<file path="config.mk">
export PLATFORM = sky130hd
export DESIGN_NAME = seq_2bit_packer_flat
export DESIGN_NICKNAME = d
export VERILOG_FILES = /design/src/rtl/seq_2bit_packer_if.sv /design/src/rtl/seq_2bit_packer.sv /design/src/flat_wrapper.sv
export SDC_FILE = /design/constraint.sdc
export NUM_CORES = 1
export LEC_CHECK = 0
export CORE_MARGIN = 2
export CORE_UTILIZATION = 43
export DETAILED_ROUTE_END_ITERATION = 16
export GPL_ROUTABILITY_DRIVEN = 0
export MAX_ROUTING_LAYER = met4
export PLACE_DENSITY_LB_ADDON = 0.1
export SLEW_MARGIN = 0
export SYNTH_ARGS = -nofsm -noshare
export SYNTH_HDL_FRONTEND = slang
export SYNTH_SLANG_ARGS = --single-unit
</file>
<file path="constraint.sdc">
create_clock -name clk -period 10.9 [get_ports clk]
set_clock_uncertainty 0.1 [all_clocks]
set_input_delay 2.18 -clock clk [delete_from_list [all_inputs] [get_ports clk]]
set_output_delay 2.18 -clock clk [all_outputs]
set_load 0.1 [all_outputs]
</file>
<file path="src/rtl/seq_2bit_packer_if.sv">
// Bus bundle for the 2-bit base packer: job control, source RAM read port,
// destination RAM write port and the per-job statistics.
interface seq_2bit_packer_if #(
  parameter int ADDR_WIDTH = 16
);
  logic                  start;
  logic [ADDR_WIDTH-1:0] seq_len;
  logic                  busy;
  logic                  done;
  logic [ADDR_WIDTH-1:0] src_addr;
  logic                  src_en;
  logic [7:0]            src_data;
  logic [ADDR_WIDTH-1:0] dst_addr;
  logic [7:0]            dst_data;
  logic                  dst_we;
  logic [ADDR_WIDTH-1:0] base_count;
  logic [ADDR_WIDTH-1:0] gc_count;
  logic [ADDR_WIDTH-1:0] n_count;

  // The packer drives everything except the job request and the RAM read data.
  modport master (
    input  start, seq_len, src_data,
    output busy, done, src_addr, src_en, dst_addr, dst_data, dst_we,
           base_count, gc_count, n_count
  );

  modport slave (
    output start, seq_len, src_data,
    input  busy, done, src_addr, src_en, dst_addr, dst_data, dst_we,
           base_count, gc_count, n_count
  );
endinterface

</file>
<file path="src/rtl/seq_2bit_packer.sv">
// Reads ASCII bases from the converter RAM, encodes each as 2 bits, packs four
// bases per byte into a destination RAM and counts bases, GC and N/invalid bytes.
module seq_2bit_packer #(
  parameter int ADDR_WIDTH = 16
) (
  input  logic               clk,
  input  logic               rst,
  seq_2bit_packer_if.master  bus
);

  typedef enum logic [1:0] {IDLE, READ, FLUSH, DONE} state_t;

  state_t                state_q;
  logic [ADDR_WIDTH-1:0] len_q;
  logic [7:0]            shreg_q;
  logic                  vld_p1;

  logic [3:0]            enc;
  logic [1:0]            slot;
  logic [7:0]            packed_next;
  logic                  last_base;

  // Returns {is_n, is_gc, code[1:0]} for one ASCII byte.
  function automatic logic [3:0] encode_base(input logic [7:0] b);
    case (b)
      8'h41, 8'h61: encode_base = 4'b0000;
      8'h43, 8'h63: encode_base = 4'b0101;
      8'h47, 8'h67: encode_base = 4'b0110;
      8'h54, 8'h74: encode_base = 4'b0011;
      default:      encode_base = 4'b1000;
    endcase
  endfunction

  // Inserts a 2-bit code at the given base slot of a partially packed byte.
  function automatic logic [7:0] pack_slot(input logic [7:0] acc,
                                           input logic [1:0] code,
                                           input logic [1:0] s);
    logic [7:0] r;
    r = acc;
    case (s)
      2'd0:    r[1:0] = code;
      2'd1:    r[3:2] = code;
      2'd2:    r[5:4] = code;
      default: r[7:6] = code;
    endcase
    return r;
  endfunction

  // Decode of the byte returned by the source RAM this cycle.
  always_comb begin
    enc         = encode_base(bus.src_data);
    slot        = bus.base_count[1:0];
    packed_next = pack_slot(shreg_q, enc[1:0], slot);
    last_base   = (bus.base_count == (len_q - ADDR_WIDTH'(1)));
  end

  // Job FSM: issues reads, samples one base per cycle, writes packed bytes.
  always_ff @(posedge clk or negedge rst) begin
    if (!rst) begin
      state_q        <= IDLE;
      len_q          <= '0;
      shreg_q        <= '0;
      vld_p1         <= 1'b0;
      bus.busy       <= 1'b0;
      bus.done       <= 1'b0;
      bus.src_addr   <= '0;
      bus.src_en     <= 1'b0;
      bus.dst_addr   <= '0;
      bus.dst_data   <= '0;
      bus.dst_we     <= 1'b0;
      bus.base_count <= '0;
      bus.gc_count   <= '0;
      bus.n_count    <= '0;
    end else begin
      bus.done   <= 1'b0;
      bus.dst_we <= 1'b0;
      if (bus.dst_we) bus.dst_addr <= bus.dst_addr + ADDR_WIDTH'(1);

      case (state_q)
        IDLE: begin
          if (bus.start) begin
            bus.busy       <= 1'b1;
            bus.base_count <= '0;
            bus.gc_count   <= '0;
            bus.n_count    <= '0;
            bus.dst_addr   <= '0;
            shreg_q        <= '0;
            vld_p1         <= 1'b0;
            if (bus.seq_len != '0) begin
              len_q        <= bus.seq_len;
              bus.src_addr <= '0;
              bus.src_en   <= 1'b1;
              state_q      <= READ;
            end else begin
              bus.done <= 1'b1;
              state_q  <= DONE;
            end
          end
        end

        READ: begin
          // ---- stage p0: address issue; p1: RAM data returned and sampled ----
          vld_p1 <= bus.src_en;
          if (bus.src_en) begin
            if (bus.src_addr == (len_q - ADDR_WIDTH'(1))) bus.src_en <= 1'b0;
            else bus.src_addr <= bus.src_addr + ADDR_WIDTH'(1);
          end
          if (vld_p1) begin
            bus.base_count <= bus.base_count + ADDR_WIDTH'(1);
            bus.gc_count   <= bus.gc_count + ADDR_WIDTH'(enc[2]);
            bus.n_count    <= bus.n_count + ADDR_WIDTH'(enc[3]);
            // A full group or the final partial group is written next cycle;
            // unused upper slots of a partial byte are still zero.
            if (slot == 2'd3 || last_base) begin
              bus.dst_we   <= 1'b1;
              bus.dst_data <= packed_next;
              shreg_q      <= '0;
            end else begin
              shreg_q <= packed_next;
            end
            if (last_base) begin
              vld_p1  <= 1'b0;
              state_q <= FLUSH;
            end
          end
        end

        FLUSH: begin
          bus.done <= 1'b1;
          state_q  <= DONE;
        end

        default: begin
          bus.busy <= 1'b0;
          state_q  <= IDLE;
        end
      endcase
    end
  end

endmodule

</file>
<file path="src/flat_wrapper.sv">
// flat-port wrapper written by rule: the top's interface ports become plain ports
module seq_2bit_packer_flat 
#(
  parameter int ADDR_WIDTH = 16
)
  (clk, rst, bus_start, bus_seq_len, bus_src_data, bus_busy, bus_done, bus_src_addr, bus_src_en, bus_dst_addr, bus_dst_data, bus_dst_we, bus_base_count, bus_gc_count, bus_n_count);
  seq_2bit_packer_if #(.ADDR_WIDTH(ADDR_WIDTH)) bus_i ();
  input  logic clk;
  input  logic rst;
  input wire logic [$bits(bus_i.start)-1:0] bus_start;
  input wire logic [$bits(bus_i.seq_len)-1:0] bus_seq_len;
  input wire logic [$bits(bus_i.src_data)-1:0] bus_src_data;
  output wire logic [$bits(bus_i.busy)-1:0] bus_busy;
  output wire logic [$bits(bus_i.done)-1:0] bus_done;
  output wire logic [$bits(bus_i.src_addr)-1:0] bus_src_addr;
  output wire logic [$bits(bus_i.src_en)-1:0] bus_src_en;
  output wire logic [$bits(bus_i.dst_addr)-1:0] bus_dst_addr;
  output wire logic [$bits(bus_i.dst_data)-1:0] bus_dst_data;
  output wire logic [$bits(bus_i.dst_we)-1:0] bus_dst_we;
  output wire logic [$bits(bus_i.base_count)-1:0] bus_base_count;
  output wire logic [$bits(bus_i.gc_count)-1:0] bus_gc_count;
  output wire logic [$bits(bus_i.n_count)-1:0] bus_n_count;
  assign bus_i.start = bus_start;
  assign bus_i.seq_len = bus_seq_len;
  assign bus_i.src_data = bus_src_data;
  assign bus_busy = bus_i.busy;
  assign bus_done = bus_i.done;
  assign bus_src_addr = bus_i.src_addr;
  assign bus_src_en = bus_i.src_en;
  assign bus_dst_addr = bus_i.dst_addr;
  assign bus_dst_data = bus_i.dst_data;
  assign bus_dst_we = bus_i.dst_we;
  assign bus_base_count = bus_i.base_count;
  assign bus_gc_count = bus_i.gc_count;
  assign bus_n_count = bus_i.n_count;
  seq_2bit_packer #(.ADDR_WIDTH(ADDR_WIDTH)) u_core (.clk(clk), .rst(rst), .bus(bus_i));
endmodule
</file>
# Word level (Yosys, flattened, before mapping)
# Cells that the tools add are included.
# op_classes
addsub	6
reduce_logical	19
n_mux	46
n_bitwise	1
eq_ne	21
# op_table
cell	count
16-bit 2-to-1 mux	11
16-bit one-hot mux with 2 select lines	4
8-bit by 7-bit == test with 1-bit output, second input constant	8
16-bit by 1-bit adder with 16-bit output, second input constant	3
16-bit by 1-bit adder with 16-bit output	2
16-bit == test	2
8-bit 2-to-1 mux	3
2-bit 2-to-1 mux	8
4-bit one-hot mux with 4 select lines	1
8-bit one-hot mux with 2 select lines	1
16-bit nonzero test	1
16-bit by 1-bit subtractor with 16-bit output, second input constant	1
3-bit AND reduction	5
1-bit 2-to-1 mux	13
2-bit OR reduction	5
2-bit by 1-bit != test with 1-bit output, second input constant	4
1-bit one-hot mux with 2 select lines	4
2-bit == test, second input constant	3
2-bit one-hot mux with 3 select lines	1
5-bit AND reduction	1
2-bit by 1-bit == test with 1-bit output, second input constant	2
2-bit zero test	2
2-bit != test, second input constant	2
2-bit AND reduction	2
other kinds (4)	4
# word_totals
inputBits	27
elab_cells	107
reg_bits	119
out_inout_bits	92

# Logic depth before layout (Yosys ltp)
# logic_depth
depth_word	7
depth_mapped	13
ltp_nobuf	10

# Worst setup path after synthesis
# Ideal clock, no wire load.
# synth_timing
kind	input -> register
from	in bus_start
to	reg u_core.bus.n_count[15] (netlist name)
arrival_time_ps	3984
path_buffers	2
setup_time_ps	78
setup_slack_ps	6738
required_time_ps	10722
path_stages	9
path_cell_list	nand2b_1 > o21ai_0 > a21oi_1 > clkbuf_1 > nand4_1 > or2_2 > clkbuf_1 > or3_1 > a21oi_1
# synth_between
elab_chain_len	2
# synth_lines
element	line	rtl
start, declared	flat_wrapper.sv:10	input wire logic [$bits(bus_i.start)-1:0] bus_start;
2-bit != test (no source line)	n/a	
3-bit AND reduction (no source line)	n/a	
end signal, assigned	seq_2bit_packer.sv:111	bus.n_count <= bus.n_count + ADDR_WIDTH'(enc[3]);
end, declared	seq_2bit_packer_if.sv:24	base_count, gc_count, n_count
# No other way between the ends.
# A chain may end at the register's enable or synchronous reset.

# Worst setup path in the final report
# layout_timing
from	in bus_seq_len[2]
to	reg u_core.bus.src_addr[15]
# layout_between
elab_chain_len	3
# layout_lines
element	line	rtl
start, declared	flat_wrapper.sv:11	input wire logic [$bits(bus_i.seq_len)-1:0] bus_seq_len;
16-bit nonzero test	seq_2bit_packer.sv:89	if (bus.seq_len != '0) begin
2-bit by 1-bit != test with 1-bit output (no source line)	n/a	
5-bit AND reduction (no source line)	n/a	
end signal, assigned	seq_2bit_packer.sv:106	else bus.src_addr <= bus.src_addr + ADDR_WIDTH'(1);
end, declared	seq_2bit_packer_if.sv:23	output busy, done, src_addr, src_en, dst_addr, dst_data, dst_we,
# No other way between the ends.

==> metrics.md <==
| Metric | Value |
|---|---|
| Required time of the critical path | `11.13 ns` |
| Max_cap viols | `0` |
| Area of the core | `15,260 sq um` |
| DR vias/cell | `5.472` |
| RR Endpoint | `u_core.bus.dst_data[7]$_DFFE_PN0P_` |
| Sink Count | `119` |
| Hold buffers post-CTS | `0` |
| CTS Buf Count | `17` |
| Max FO, Critical Path | `23` |
| Post-Syn Instances | `745` |
| Initial DRC Count | `396` |
| DRC | `0` |
| PwrDens | `209.3 nW/um^2` |
| Max clock buf depth | `2` |
| Asr flop ratio synth | `100.0%` |
| Vias in the first global route | `5,761` |
| Post-Route Setup TNS | `0 ns` |
| IO Port Bufs | `117` |
| Worst setup EP type | `register` |
| Reg2reg setup slack | `6.54 ns` |
| First-pass GRT wire length | `29,280 um` |
| Initial antenna violation count | `0` |
| Slew HR | `32.01%` |
| Synthesis Warnings | `0` |
| Fin crit period | `4.542 ns` |
| R2r startpoint | `u_core.len_q[0]$_DFFE_PN0P_` |
| Layout cells sized above 1 | `7.044%` |
| Crit path arrival time | `4.78 ns` |
| Hold depth | `1` |
| Layout Cells excl Fill | `1,077` |
| Post-synth cell types | `65` |
| Ys flop type | `dfrtp_1` |
| Grt ovf | `0` |
| Status | `completed` |
| Placed cells | `1,046` |
| Crit path to | `u_core.bus.src_addr[15]$_DFFE_PN0P_` |
| Worst-Margin Slew | `1.017 ns` |
| CTS clk-pin slew, worst paths | `0.06 ns` |
| Type of the most critical hold path | `reg2reg` |
| VDD IR max | `186.2 uV` |
| Height of the die | `129.2 um` |
| WL per Instance | `16.45 um` |
| Final period util | `41.67%` |
| Layout area overhead | `28.16%` |
| Nets | `897` |
| WHS | `0.3912 ns` |
| Seq/Total Area, Yosys | `44.15%` |
| Flip-flop and latch count after synthesis | `119` |
| Final Power | `1.809 mW` |
| Setup CP Type | `in2reg` |
| Worst skew pair latency | `0.41 ns` |
| Die Area | `16,700 sq um` |
| Post-CTS Setup Bufs | `0` |
| Post-CTS Resized | `0` |
| TritonCTS clock tree | `done` |
| Drt pass-1 iters | `7` |
| Synth Cell Area | `6745 sq um` |
| Placement Rows | `45` |
| RSZ-0062 raised after global routing | `no` |
| Post-Syn Nets | `788` |
| Endpoints failing hold | `0` |
| Initial core utilization | `44.21%` |
| # diodes | `0` |
| DP HPWL | `12,490 um` |
| Slew Viols, Final | `0` |
| Dpl cell area | `8085 sq um` |
| Final Cell Area | `8645 sq um` |
| Die width | `129.2 um` |
| LEAKAGE | `3.707 nW` |
| Antenna Nets Post-Route | `0` |
| Largest net degree at the start of global routing | `75` |
| R2R cell count | `10` |
| Max Clk Rate | `220.2 MHz` |
| I/O Pins | `119` |
| Total GRT Usage | `23.02%` |
| H-tree levels | `4` |
| Final setup fails | `0` |
| CTS root buffer | `clkbuf_16` |
| Average cell area after synthesis | `9.054 sq um` |
| Crit. Startpoint | `bus_seq_len[2]` |
| Number of flops mapped to enable cells by yosys | `0` |
| Via count | `5,893` |
| Startpoint Class | `input pin` |
| Detailed-route wire length | `17,720 um` |
-- through the flow --
step / worst slack [ns] / util [%]
3_5_place_dp: 5.960 / 52.99
2_1_floorplan: 6.738 / -
3_3_place_gp: 5.979 / 52.99
4_1_cts: 6.384 / 56.65
5_1_grt: 6.104 / 56.65
6_report: 6.358 / 56.65
-- cell type report --
type | instances | area (sq um)
tap | 211 | 264.0
clock inverter | 9 | 75.07
clock buffer | 22 | 484.2
inverter | 31 | 116.4
multi-input combinational | 563 | 3521
sequential | 119 | 2978
timing repair buffer | 122 | 1206
fill | 1378 | 6614
-- report_power, final --
part	switching [mW]	total (mW)	internal, mW
sequential	0.0976	0.591	0.494
clock	0.197	0.531	0.333
combinational	0.451	0.687	0.236
total	0.746	1.81	1.06
-- how the worst min path moves through the flow --
| stage | start | slack [ns] | to |
|---|---|---|---|
| after floorplan | u_core.shreg_q[0]$_DFFE_PN0P_ | 0.37 | u_core.shreg_q[0]$_DFFE_PN0P_ |
| after global placement | u_core.bus.dst_data[0]$_DFFE_PN0P_ | 0.38 | u_core.bus.dst_data[0]$_DFFE_PN0P_ |
| after detailed placement | u_core.bus.dst_data[0]$_DFFE_PN0P_ | 0.38 | u_core.bus.dst_data[0]$_DFFE_PN0P_ |
| after CTS | u_core.bus.dst_data[0]$_DFFE_PN0P_ | 0.39 | u_core.bus.dst_data[0]$_DFFE_PN0P_ |
| after global routing | u_core.bus.dst_data[0]$_DFFE_PN0P_ | 0.42 | u_core.bus.dst_data[0]$_DFFE_PN0P_ |
| final | u_core.bus.dst_data[0]$_DFFE_PN0P_ | 0.39 | u_core.bus.dst_data[0]$_DFFE_PN0P_ |
-- metal layers --
layer / vias up / GRT usage [%] / share of wire [%]
met3: 20 / 5.367 / 5.6
met5: - / - / 0
met2: 178 / 35.76 / 47
met1: 2859 / 30.31 / 46
li1: 2836 / - / -
met4: 0 / 6.394 / 1.5
-- layout by cell type, fill, tap and decap left out, drive strengths merged, types with 8 or more instances in the layout --
cell           synthesis  final
dfrtp                119    119
clkdlybuf4s50          0    116
nand2                103    103
nor2                  65     65
o21ai                 51     51
xor2                  49     49
a21oi                 43     43
inv                   31     31
or3                   31     31
nand3                 31     31
xnor2                 25     25
clkbuf                27     22
nand4                 19     19
ha                    16     16
and3                  13     13
mux2                  10     10
o22ai                  9      9
or2                    8      8
nor4                   8      8
-- logic make-up (layout without fill, tap and decap cells) --
| logic type | Yosys count | in the layout | share of synthesized area (%) |
|---|---|---|---|
| and+or+nand+nor | 316 | 316 | 23.41 |
| xor gates and xnor gates | 78 | 78 | 10.96 |
| adders and majority gates | 16 | 16 | 2.968 |
| muxes | 14 | 14 | 2.263 |
| buffers and inverters | 63 | 184 | 3.691 |
| DFF | 119 | 119 | 44.15 |
| AOI/OAI and AO/OA | 139 | 139 | 12.56 |
-- sequential cells by signal (all words and copies together), names as in the netlist --
signal                 count
u_core.vld_p1              1
u_core.len_q              16
u_core.bus.done            1
u_core.bus.busy            1
u_core.bus.n_count        16
u_core.bus.base_count     16
u_core.bus.dst_addr       16
u_core.bus.src_en          1
u_core.bus.dst_we          1
u_core.state_q             2
u_core.bus.dst_data        8
u_core.bus.src_addr       16
u_core.shreg_q             8
u_core.bus.gc_count       16
-- synthesized netlist by cell type (3+ instances only) --
master	count	area, sq um
ha_1	16	200.2
or3_1	31	193.9
a41oi_1	6	52.55
and3_1	13	81.33
nor2b_1	6	37.54
a21oi_1	43	215.2
nor3_1	4	20.02
mux2_2	9	101.4
inv_1	31	116.4
or4_1	6	45.04
nand2_1	103	386.6
buf_2	3	15.01
o21ai_0	51	255.2
xnor3_1	3	67.56
nand2b_1	6	37.54
nor4_1	7	43.79
xor2_1	49	429.2
o22ai_1	9	56.30
clkbuf_1	26	97.59
or2_2	8	50.05
nand4_1	19	118.9
nor2_1	65	244.0
dfrtp_1	119	2978
nand3_1	30	150.1
and4_1	4	35.03
xnor2_1	25	219.0
mux2i_1	4	40.04
o31ai_1	3	22.52
a21o_1	3	22.52
-- critical path, cell delays in order --
cell and delay, ns:
clkdlybuf4s50_1 0.56, nor4_1 0.08, and4_1 0.28, nor2_1 0.11, buf_4 0.26, a21oi_1 0.15, a211o_1 0.44, or4_1 0.55
a21oi_1 0.15
No activity file was read; power rests on OpenSTA's default activity.
